File: src/rtl/if_id_skid.sv
// rtl/if_id_skid.sv - fetch-to-decode boundary register with one-entry skid and post-flush drop
//
// clk        rising-edge clock
// rst        synchronous active-high reset
// in_valid   upstream word valid
// in_pc      PC paired with in_inst
// in_inst    instruction word from BRAM
// in_ready   registered; stage can take a word this cycle
// flush      discard held and in-flight words
// out_valid  out_pc/out_inst valid for decode
// out_pc     PC presented to decode
// out_inst   instruction presented to decode (NOP_INST when invalid)
// out_ready  decode consumes the word this cycle

module if_id_skid #(
  parameter int                    PC_WIDTH   = 32,
  parameter int                    INST_WIDTH = 32,
  parameter logic [INST_WIDTH-1:0] NOP_INST   = 32'h00000013,
  parameter int                    FLUSH_DROP = 1
) (
  input  logic                  clk,
  input  logic                  rst,
  input  logic                  in_valid,
  input  logic [PC_WIDTH-1:0]   in_pc,
  input  logic [INST_WIDTH-1:0] in_inst,
  output logic                  in_ready,
  input  logic                  flush,
  output logic                  out_valid,
  output logic [PC_WIDTH-1:0]   out_pc,
  output logic [INST_WIDTH-1:0] out_inst,
  input  logic                  out_ready
);

  typedef enum logic [1:0] {S_EMPTY, S_ONE, S_TWO} state_t;

  state_t                state_q, state_nxt;
  logic                  in_ready_q;
  logic [1:0]            drop_cnt;
  logic [PC_WIDTH-1:0]   main_pc, skid_pc;
  logic [INST_WIDTH-1:0] main_inst, skid_inst;

  logic accept;
  logic drop_beat;
  logic load_main_in;
  logic load_main_skid;
  logic load_skid;

  // A beat is taken off the bus whenever valid meets ready; while drop_cnt
  // is nonzero it is thrown away instead of being stored.
  assign accept    = in_valid & in_ready_q & (drop_cnt == 2'd0);
  assign drop_beat = in_valid & in_ready_q & (drop_cnt != 2'd0);

  // State register
  always_ff @(posedge clk) begin
    if (rst) begin
      state_q <= S_EMPTY;
    end else begin
      state_q <= state_nxt;
    end
  end

  // Next-state logic; flush overrides every handshake
  always_comb begin
    state_nxt = state_q;
    if (flush) begin
      state_nxt = S_EMPTY;
    end else begin
      case (state_q)
        S_EMPTY: if (accept) state_nxt = S_ONE;
        S_ONE: begin
          if (accept && !out_ready)      state_nxt = S_TWO;
          else if (!accept && out_ready) state_nxt = S_EMPTY;
        end
        S_TWO:   if (out_ready) state_nxt = S_ONE;
        default: state_nxt = S_EMPTY;
      endcase
    end
  end

  // Output / datapath-control logic
  always_comb begin
    out_valid      = (state_q != S_EMPTY);
    out_pc         = main_pc;
    out_inst       = out_valid ? main_inst : NOP_INST;
    load_main_in   = 1'b0;
    load_main_skid = 1'b0;
    load_skid      = 1'b0;
    if (!flush) begin
      case (state_q)
        S_EMPTY: load_main_in   = accept;
        S_ONE: begin
          load_main_in = accept & out_ready;
          load_skid    = accept & ~out_ready;
        end
        S_TWO:   load_main_skid = out_ready;
        default: ;
      endcase
    end
  end

  // in_ready is derived from the next state so it never depends
  // combinationally on out_ready.
  always_ff @(posedge clk) begin
    if (rst) begin
      in_ready_q <= 1'b1;
    end else begin
      in_ready_q <= (state_nxt != S_TWO);
    end
  end

  assign in_ready = in_ready_q;

  always_ff @(posedge clk) begin
    if (rst) begin
      main_pc   <= '0;
      main_inst <= '0;
      skid_pc   <= '0;
      skid_inst <= '0;
      drop_cnt  <= 2'd0;
    end else begin
      // A flush (even during an active drop window) restarts the count.
      if (flush) begin
        drop_cnt <= 2'(FLUSH_DROP);
      end else if (drop_beat) begin
        drop_cnt <= drop_cnt - 2'd1;
      end

      if (load_main_in) begin
        main_pc   <= in_pc;
        main_inst <= in_inst;
      end else if (load_main_skid) begin
        main_pc   <= skid_pc;
        main_inst <= skid_inst;
      end

      if (load_skid) begin
        skid_pc   <= in_pc;
        skid_inst <= in_inst;
      end
    end
  end

endmodule

File: config.mk
export PLATFORM = sky130hd
export DESIGN_NAME = if_id_skid
export DESIGN_NICKNAME = d
export VERILOG_FILES = /design/src/rtl/if_id_skid.sv
export SDC_FILE = /design/constraint.sdc
export NUM_CORES = 1
export LEC_CHECK = 0
export CAP_MARGIN = 30
export CORE_AREA = 10 10 133 135
export CTS_BUF_LIST = sky130_fd_sc_hd__clkbuf_8
export DETAILED_ROUTE_END_ITERATION = 8
export DIE_AREA = 0 0 143 145
export HOLD_SLACK_MARGIN = 0.12
export MAX_ROUTING_LAYER = met4
export PLACE_DENSITY = 0.65
export SKIP_LAST_GASP = 1
export SLEW_MARGIN = 40
export SYNTH_ARGS = -nofsm -noshare
export SYNTH_HDL_FRONTEND = slang
export SYNTH_SLANG_ARGS = --single-unit
File: constraint.sdc
create_clock -name clk -period 3.5 [get_ports clk]
set_clock_uncertainty 0.15 [all_clocks]
set_input_delay 1.05 -clock clk [delete_from_list [all_inputs] [get_ports clk]]
set_output_delay 1.05 -clock clk [all_outputs]
set_load 0.03 [all_outputs]
## After elaboration in Yosys (flattened, before gate mapping)

Cells that the tools add are included.

| word-level totals | value |
|---|---|
| register bits | 133 |
| input bits | 69 |
| output and inout bits | 66 |
| word-level logic and storage cells | 48 |

| operators by class | value |
|---|---|
| add/subtract/negate cells | 1 |
| eq/ne operators | 3 |
| mux-type cells | 19 |
| bitwise operators | 6 |
| reductions and logical operators | 11 |

Operators by type and width:

| kind | number |
|---|---|
| 32-bit 2-to-1 mux | 5 |
| 2-bit 2-to-1 mux | 5 |
| 2-bit nonzero test | 4 |
| 1-bit 2-to-1 mux | 7 |
| 2-bit one-hot mux with 3 select lines | 1 |
| 1-bit bitwise AND | 5 |
| 2-bit zero test | 2 |
| 2-bit by 1-bit equality test with 1-bit output (second input constant) | 1 |
| 2-bit equality test (second input constant) | 1 |
| 1-bit logical AND | 2 |
| 1-bit zero test | 2 |
| 2-bit != test (second input constant) | 1 |
| 1-bit one-hot mux with 2 select lines | 1 |
| 2-bit OR reduction | 1 |
| 2-bit by 1-bit subtractor with 2-bit output (second input constant) | 1 |
| 1-bit NOT | 1 |

## Depth between registers and ports, before layout

| depth | value |
|---|---|
| depth in word-level cells | 9 |
| depth in mapped cells | 8 |
| depth with buffers taken out | 5 |

## Least setup slack after synthesis

No wires, ideal clock.

| path | value |
|---|---|
| path type | input to register |
| start point | input port flush |
| end point | register skid_pc[24] |
| library setup time | 0.132 ns |
| arrival | 2.210 ns |
| required time | 3.218 ns |
| slack | 1.008 ns |
| cell stages on the path | 6 |
| buffers on the path | 3 |
| cells stage by stage | clkbuf_1 > or3b_2 > clkbuf_1 > clkbuf_1 > o21ai_0 > a21oi_1 |

| between the ends | value |
|---|---|
| cells in the longest elaborated chain, start to end | 1 |

RTL lines:

| item | RTL line | RTL |
|---|---|---|
| from (decl) | 27 | `input logic flush,` |
| 1-bit 2-to-1 mux | 88 | `if (!flush) begin` |
| to (signal assigned) | 137 | `skid_pc <= in_pc;` |
| to (decl) | 39 | `logic [PC_WIDTH-1:0] main_pc, skid_pc;` |

Every way passes these cells.
A chain may end at the register's enable or synchronous reset.

## Final worst setup path

| path | value |
|---|---|
| start point | register state_q[0] |
| end point | output port out_inst[1] |

| between the ends | value |
|---|---|
| cells in the longest elaborated chain, start to end | 2 |

RTL lines:

| item | RTL line | RTL |
|---|---|---|
| from (decl) | 36 | `state_t state_q, state_nxt;` |
| from (signal assigned) | 58 | `state_q <= state_nxt;` |
| 2-bit nonzero test | 82 | `out_valid = (state_q != S_EMPTY);` |
| 32-bit 2-to-1 mux | 84 | `out_inst = out_valid ? main_inst : NOP_INST;` |
| to (decl) | 30 | `output logic [INST_WIDTH-1:0] out_inst,` |

Every way passes these cells.

==> results.rst <==
.. list-table::
   :header-rows: 1

   * - Metric
     - Value
   * - Static Leakage
     - 2.34 nW
   * - TritonCTS clock tree
     - yes
   * - VDD IR-drop max
     - 221 uV
   * - Maximum number of pins on one net before global-route repair
     - 129
   * - Final cell count without fillers
     - 1013
   * - Placed insts
     - 980
   * - Number of max-cap violations
     - 0
   * - Die Footprint
     - 20700 um2
   * - Cell count of the worst reg-to-reg path
     - 6
   * - Number of antenna violations at the first check in global routing
     - 1
   * - Fmax
     - 0.296 GHz
   * - Commonest cells after routing, fill and taps aside
     - dfxtp_1, clkdlybuf4s50_1, nand2_1
   * - Global route total overflow
     - 0
   * - Final critical-path share of the clock period
     - 0.965
   * - Number of setup violations in the final report
     - 0
   * - DP Worst Slack
     - 327 ps
   * - Arrival @ worst endpoint
     - 2180 ps
   * - Least-Margin Pin Slew
     - 805 ps
   * - Routed wirelength normalized by instance count
     - 18.8 um
   * - Sort of element at the start of the critical path
     - flop
   * - Status
     - finished, final reports clean
   * - Drt drc
     - 0
   * - DIE WIDTH
     - 143 um
   * - Most common library cell in the layout ignoring fill and taps
     - dfxtp_1
   * - Count of buffers inserted at the top-level ports
     - 134
   * - Top metal layer carrying routed signals
     - met4
   * - Worst setup path endpoint
     - out_inst[1]
   * - Row Count
     - 45
   * - Final Slew Violations
     - 0
   * - Met3 routed WL
     - 1300 um
   * - Core region area
     - 15000 um2
   * - Post-CTS Resized
     - 2
   * - Number of clock sinks seen by CTS
     - 133
   * - Count of yosys warnings during synthesis
     - 0
   * - Power density relative to cell area
     - 429 nW/um2
   * - DP Wirelength
     - 11600 um
   * - Area of the mapped netlist
     - 5890 um2
   * - DRC marker count from the first detailed-route iteration
     - 639
   * - Share of layout cells above drive strength 1
     - 0.0740
   * - DRT antenna net count
     - 0
   * - Via count of the first global-routing pass
     - 6038
   * - Synth-to-layout area growth
     - 30.0%
   * - Root buffer selected by CTS
     - clkbuf_8
   * - Routed length on met2
     - 9080 um
   * - Maximum fanout encountered on the critical timing path
     - 33
   * - Number of nets produced by synthesis
     - 801
   * - CTS Buf Count
     - 17
   * - Sequential cell area fraction in the yosys report
     - 0.452
   * - Tightest slew margin relative to the limit
     - 0.464
   * - Setup slack, reg-to-reg
     - 1340 ps
   * - Mapped Avg Cell Area
     - 8.06 um2
   * - Hold Buf Count CTS
     - 0
   * - Initial cell density of the core
     - 0.392
   * - IO Pins
     - 135
   * - Maximum root-to-sink buffer count
     - 2
   * - Total routed wire length on the met1 layer
     - 8480 um
   * - Cells after Synth
     - 731
   * - Source-to-sink clock delay at the later pin of the worst-skew pair
     - 440 ps
   * - Die height
     - 145 um
   * - End of the worst register-to-register path
     - main_inst[17]$_SDFFE_PP0P_
   * - H-Tree Level Count
     - 4
   * - Aggregate negative setup slack
     - 0 ps
   * - Crit. Startpoint
     - state_q[0]$_SDFF_PP0_
   * - Total length of routed wires
     - 19100 um
   * - Flip-flop and latch count after synthesis
     - 133
   * - Number of library cell types mapped by synthesis
     - 31
   * - DRT Pass-1 Iters
     - 6
   * - Total global-route track usage
     - 0.185
   * - Final Cell Area
     - 7660 um2
   * - Setup CP Type
     - flop to output pin
   * - Via count
     - 5995
   * - Required arrival time at the worst endpoint
     - 2300 ps
   * - First-pass GRT wire length
     - 31100 um
   * - CP endpoint kind
     - output pin
   * - Time the final worst path needs with I/O delays and setup
     - 3380 ps
   * - Number of setup buffers added after CTS
     - 0
   * - RSZ-0062 raised after global routing
     - no
   * - Worst-path clk slew
     - 70 ps
   * - Via count normalized by instance count
     - 5.92
   * - Minimum setup slack in the final design
     - 124 ps
   * - Final Wtd Congestion
     - 0.821
   * - Net total in the final layout
     - 881
   * - Area after DPL
     - 7280 um2
   * - Number of fillers in the final layout
     - 1385
   * - Number of endpoints with negative hold slack in the final report
     - 0
   * - Reg2reg start
     - drop_cnt[0]$_SDFFE_PP0P_
   * - Path type of the worst min-delay path
     - flop to flop
-- metal layers --
layer  up-vias  GRT usage
li1       2826          -
met1      2918      0.231
met2       231      0.285
met3        20     0.0476
met4         0     0.0578
met5         -          -
-- synth_stat cells, drive strengths merged --
master | n | area, um2
nand3 | 64 | 320
and4b | 1 | 10.0
and3b | 1 | 8.76
clkbuf | 72 | 270
or3 | 1 | 6.26
nor2 | 3 | 11.3
a2111oi | 1 | 8.76
dfxtp | 133 | 2660
or4 | 1 | 7.51
nand4b | 1 | 23.8
or2 | 3 | 18.8
a311oi | 65 | 569
nor4 | 65 | 407
nand4bb | 1 | 11.3
a41oi | 1 | 8.76
nand2 | 128 | 480
a21oi | 65 | 325
a211o | 1 | 8.76
nor2b | 30 | 188
or3b | 1 | 8.76
inv | 4 | 15.0
nor4bb | 1 | 10.0
o21ai | 64 | 320
buf | 19 | 145
nor3b | 1 | 7.51
mux2i | 1 | 10.0
ha | 1 | 12.5
nor3 | 1 | 5.00
xnor2 | 1 | 8.76
-- state kept, by name, summed over array words and instances, names as in the netlist --
name       cells
out_pc        32
skid_pc       32
state_q        2
in_ready       1
drop_cnt       2
skid_inst     32
main_inst     32
-- where the power goes --
group / switching (W) / internal, W
Clock: 0.000568 / 0.000628
Sequential: 0.0000317 / 0.00157
Combinational: 0.000287 / 0.000202
Total: 0.000887 / 0.00240
-- critical path: stages (launching register included) --
cell and delay [ps]:
dfxtp_2 390, nor2_2 120, buf_4 350, or2_2 200, clkdlybuf4s50_1 670
-- through the flow --
step | hold slack, ps | total power, W | util
2_1_floorplan | 304 | 0.00190 | -
3_3_place_gp | 310 | 0.00211 | 0.484
3_5_place_dp | 317 | 0.00212 | 0.484
4_1_cts | 327 | 0.00331 | 0.509
5_1_grt | 344 | 0.00342 | 0.509
6_report | 328 | 0.00329 | 0.509
-- worst min-delay path by stage --
stage,startpoint,endpoint,slack [ps],depth (start not counted)
after floorplan,skid_inst[0]$_SDFFE_PP0P_,skid_inst[0]$_SDFFE_PP0P_,300,2
after global placement,skid_inst[30]$_SDFFE_PP0P_,skid_inst[30]$_SDFFE_PP0P_,310,2
after detailed placement,skid_inst[4]$_SDFFE_PP0P_,skid_inst[4]$_SDFFE_PP0P_,320,2
after CTS,skid_inst[4]$_SDFFE_PP0P_,skid_inst[4]$_SDFFE_PP0P_,330,2
after global routing,skid_pc[21]$_SDFFE_PP0P_,skid_pc[21]$_SDFFE_PP0P_,340,2
final,skid_inst[9]$_SDFFE_PP0P_,skid_inst[9]$_SDFFE_PP0P_,330,2
-- cell type report --
cell class / instances / area (um2) / share of cell area
Multi-Input combinational cell: 503 / 2850 / 0.372
Sequential cell: 133 / 2670 / 0.348
Timing Repair Buffer: 152 / 1520 / 0.199
Clock buffer: 25 / 344 / 0.0449
Tap cell: 188 / 235 / 0.0307
Clock inverter: 7 / 28.8 / 0.00376
Inverter: 4 / 15.0 / 0.00196
Antenna cell: 1 / 2.50 / 0.000327
-- cells by family (layout without fill, tap and decap cells) --
kind of cell / count (synthesis) / count (layout) / synth area share
and+or+nand+nor: 303 / 303 / 0.259
AOI/OAI and AO/OA: 197 / 197 / 0.211
DFF: 133 / 133 / 0.452
buffers and inverters: 95 / 188 / 0.0731
adders and majority gates: 1 / 1 / 0.00212
xor gates and xnor gates: 1 / 1 / 0.00149
muxes: 1 / 1 / 0.00170
other: 0 / 1 / 0
(Power assumes the default switching activity.)
==> RTL edit 1, RTL diff (same settings) <==
Re-encode `state_t` (3 states) as one-hot, 3 bits wide.
--- a/src/rtl/if_id_skid.sv
+++ b/src/rtl/if_id_skid.sv
@@ -32,5 +32,5 @@
 );
 
-  typedef enum logic [1:0] {S_EMPTY, S_ONE, S_TWO} state_t;
+  typedef enum logic [2:0] {S_EMPTY = 3'b001, S_ONE = 3'b010, S_TWO = 3'b100} state_t;
 
   state_t                state_q, state_nxt;
Check against the original RTL: no difference found for any inputs over 10 cycles, from zero or initial values and one cycle with rst high; not proved beyond that.
==> RTL edit 1 against the original RTL <==
  * Largest power group unchanged
  * Routed wire length increased by 21%
  * Power rose by 3.7%
  * Area after synthesis up 14%
  * Design area rose by 8.6%
  * Non-clock buffer count grew 8
  * Maximum frequency rose by 0.99%
  * Sequential cell count is 1 higher
  * Setup slack improved by 0.033 ns
==> RTL edit 1: results (changes against the original RTL) <==
* Status: finished clean (unchanged)
* Arrival time at the worst endpoint at 2.14 ns (was 2.18 ns)
* Largest net degree at the start of global routing at 131 (was 129)
* Met2 WL at 10,930 µm (was 9079 µm)
* Routability Congestion at 0.7879 (was 0.8210)
* Crit path launch: state_q[2] (was state_q[0])
* Adder-cell share of the synthesized area at 0.1867% (was 0.2124%)
* Net count, final at 899 (was 881)
* R2R Setup Slk at 0.77 ns (was 1.34 ns)
* M2 GR Usage at 32.64% (was 28.49%)
* Post-DP HPWL at 13,130 µm (was 11,650 µm)
* Fmax at 299.1 MHz (was 296.2 MHz)
* Tot GR Track Use at 21.65% (was 18.46%)
* H-tree depth at 4 (unchanged)
* GR Util met3 at 4.954% (was 4.759%)
* Setup WS pre-CTS at 0.2919 ns (was 0.3273 ns)
* Slew Limit Headroom at 43.06% (was 46.36%)
* Post-synthesis cell count at 777 (was 731)
* First-pass GRT wire length at 36,490 µm (was 31,110 µm)
* Static leakage at 2.436 nW (was 2.336 nW)
* Sw Ratio at 28.44% (was 26.98%)
* Clock group total power at 1.24 mW (was 1.20 mW)
* Routed WL per cell at 22.41 µm (was 18.84 µm)
* GR Layer Usage met1 at 26.99% (was 23.06%)
* Commonest cells in the netlist: dfxtp_1, clkbuf_1, a21oi_1 (was dfxtp_1, nand2_1, clkbuf_1)
* Worst-case reg-to-reg path depth at 5 (was 6)
* Critical path capture point: out_inst[10] (was out_inst[1])
* Post-Synth XOR/XNOR Area at 0.1307% (was 0.1487%)
* Metal-1 WL at 9909 µm (was 8481 µm)
* Multiplexer share of the synthesized area at 0.1493% (was 0.1700%)
* Reg-to-reg critical path startpoint: state_q[1] (was drop_cnt[0])
* DRT iter0 DRCs at 731 (was 639)
* Worst-path fanout max at 15 (was 33)
* P_comb at 0.562 mW (was 0.489 mW)
-- RTL edit 1: area by class of cell --
class,count,area [µm²],share of cell area [%]
multi-input combinational,511,3446,41.45
sequential,134,2685,32.30
timing repair buffer,160,1544,18.57
clock buffer,26,357.8,4.305
tap,188,235.2,2.830
clock inverter,6,23.77,0.2860
inverter,5,18.77,0.2258
antenna,1,2.502,0.03010
-- RTL edit 1: critical path, stage by stage, from the launching register on --
cell	delay, ns
dfxtp_1	0.57
nor3b_4	0.11
buf_6	0.18
nor2b_1	0.14
clkdlybuf4s50_1	0.69
-- RTL edit 1: worst min path at each step --
stage,startpoint,endpoint,slack (ns)
floorplan,skid_inst[0],skid_inst[0],0.30
global placement,skid_pc[1],skid_pc[1],0.30
detailed placement,skid_inst[2],skid_inst[2],0.31
CTS,skid_inst[2],skid_inst[2],0.32
global route,skid_inst[6],skid_inst[6],0.34
finish,skid_pc[0],skid_pc[0],0.32
==> RTL edit 2, RTL diff (config.mk and constraints unchanged) <==
Without the edit above. The parameter `INST_WIDTH` goes from 32 to 16.
--- a/src/rtl/if_id_skid.sv
+++ b/src/rtl/if_id_skid.sv
@@ -15,5 +15,5 @@
 module if_id_skid #(
   parameter int                    PC_WIDTH   = 32,
-  parameter int                    INST_WIDTH = 32,
+  parameter int                    INST_WIDTH = 16,
   parameter logic [INST_WIDTH-1:0] NOP_INST   = 32'h00000013,
   parameter int                    FLUSH_DROP = 1
Interface: changed (resized in_inst and out_inst); port bits go from 135 to 103. The function was not compared with the original's and may differ.
==> RTL edit 2 against the original RTL <==
  * Sequential cell count shrank 32
  * Setup slack gained 0.061 ns
  * Routed wire length shrank 23%
  * Die area is the same
  * Largest power group unchanged
  * Design area shrank 25%
  * Critical path depth shrank 1
  * Register-to-register slack gained 0.11 ns
  * Power shrank 29%
  * Area after synthesis shrank 25%
  * Combinational power shrank 20%
  * Synthesized cell count shrank 25%
  * Sequential power shrank 24%
==> RTL edit 2: results (changes against the original RTL) <==
* Peak supply drop at 206.3 µV (was 221.4 µV)
* Initial antenna violation count at 0 (was 1)
* Post-DP Area at 5539 µm² (was 7277 µm²)
* Net count, final at 662 (was 881)
* Diodes inserted at 0 (was 1)
* Post-synthesis cell count at 547 (was 731)
* Total wire length at 14,670 µm (was 19,080 µm)
* Clock Latency Late Sink at 0.35 ns (was 0.44 ns)
* Largest net degree at the start of global routing at 102 (was 129)
* Share of layout cells above drive strength 1 at 6.852% (was 7.403%)
* Worst-path fanout max at 17 (was 33)
* Arrival time at the worst endpoint at 2.12 ns (was 2.18 ns)
* Status: finished clean (unchanged)
* DRT iter0 DRCs at 309 (was 639)
* Count of cell types in the netlist at 32 (was 31)
* Post-DP HPWL at 8757 µm (was 11,650 µm)
* Total number of vias at 4,448 (was 5,995)
* Fillers at 1,525 (was 1,385)
* Port Buf Inserts at 102 (was 134)
* Max Root-Sink Buffers at 2 (unchanged)
* First-pass GRT wire length at 23,490 µm (was 31,110 µm)
* Area contributors post-synth: dfxtp_1, a311oi_1, nand2_1 (unchanged)
* Via/cell ratio at 5.553 (was 5.918)
* Routability Congestion at 0.7700 (was 0.8210)
* Worst Max-Slew Pin Slew at 0.7682 ns (was 0.8046 ns)
* Ys async rst share at 0% (unchanged)
* H-tree depth at 3 (was 4)
* Sequential area share after synthesis at 45.61% (was 45.21%)
* Tot GR Track Use at 14.05% (was 18.46%)
* Cts repair resizes at 0 (was 2)
* Dpl cells at 785 (was 980)
* Clock slew at reported path FFs at 0.10 ns (was 0.07 ns)
* Commonest cells in the netlist: dfxtp_1, nand2_1, a21oi_1, a311oi_1, nor4_1 (was dfxtp_1, nand2_1, clkbuf_1)
* Pre-Repair DR Iteration Count at 5 (was 6)
* CTS Buf Count at 9 (was 17)
* Mapped Nets at 601 (was 801)
* Static leakage at 1.716 nW (was 2.336 nW)
## RTL edit 2: area by class of cell
| cell class | count | share of cell area, % |
|---|---|---|
| clock inverters | 6 | 0.9821 |
| multi-input cells | 375 | 37.06 |
| inverters | 4 | 0.2619 |
| well taps | 188 | 4.103 |
| clock buffers | 10 | 2.401 |
| flip-flops and latches | 101 | 35.27 |
| repair buffers | 117 | 19.93 |
## RTL edit 2: metal layers
layer,global-route usage [%],part of all wire [%],routed length (µm),vias to the layer above
met4,4.231,1.0,149,0
met5,-,0,0,-
met2,21.33,47,6834,172
met1,18.54,47,6917,2144
li1,-,-,-,2120
met3,2.510,5.2,766,12
## RTL edit 2: through the flow
| stage | hold slack (ns) | setup WS, ns | utilization, % | power (mW) |
|---|---|---|---|---|
| floorplan | 0.3041 | 1.047 | - | 1.454 |
| global placement | 0.3098 | 0.2419 | 36.80 | 1.628 |
| detailed placement | 0.3164 | 0.3786 | 36.85 | 1.634 |
| CTS | 0.3289 | 0.1096 | 38.14 | 2.377 |
| global route | 0.3508 | 0.01429 | 38.14 | 2.454 |
| finish | 0.3288 | 0.1847 | 38.14 | 2.343 |
## RTL edit 2: final timing paths
check | start | to | slack, ns | depth (start not counted)
worst max-delay path | state_q[0] | out_inst[4] | 0.18 | 3
worst max register to register | drop_cnt[0] | out_pc[16] | 1.45 | 5
worst min register to register | skid_pc[3] | skid_pc[3] | 0.33 | 2
worst min-delay path | skid_pc[3] | skid_pc[3] | 0.33 | 2
## RTL edit 2: cell families after synthesis
family / after synthesis / synth area share [%]
xor gates and xnor gates: 1 / 0.1976
muxes: 1 / 0.2258
buffers and inverters: 71 / 6.943
DFF: 101 / 45.61
adders and majority gates: 1 / 0.2822
AOI/OAI and AO/OA: 149 / 21.23
and+or+nand+nor: 223 / 25.51
## RTL edit 2: where the power goes
group / internal, mW / total, mW / switching, mW
Clock: 0.343 / 0.736 / 0.392
Sequential: 1.19 / 1.22 / 0.0239
Combinational: 0.160 / 0.391 / 0.232
Total: 1.70 / 2.34 / 0.648
## RTL edit 2: worst max-delay path, cell delays in order (launching register included)
cell and delay (ns):
dfxtp_1 0.33, nor2_2 0.54, or2_2 0.22, clkdlybuf4s50_1 0.67
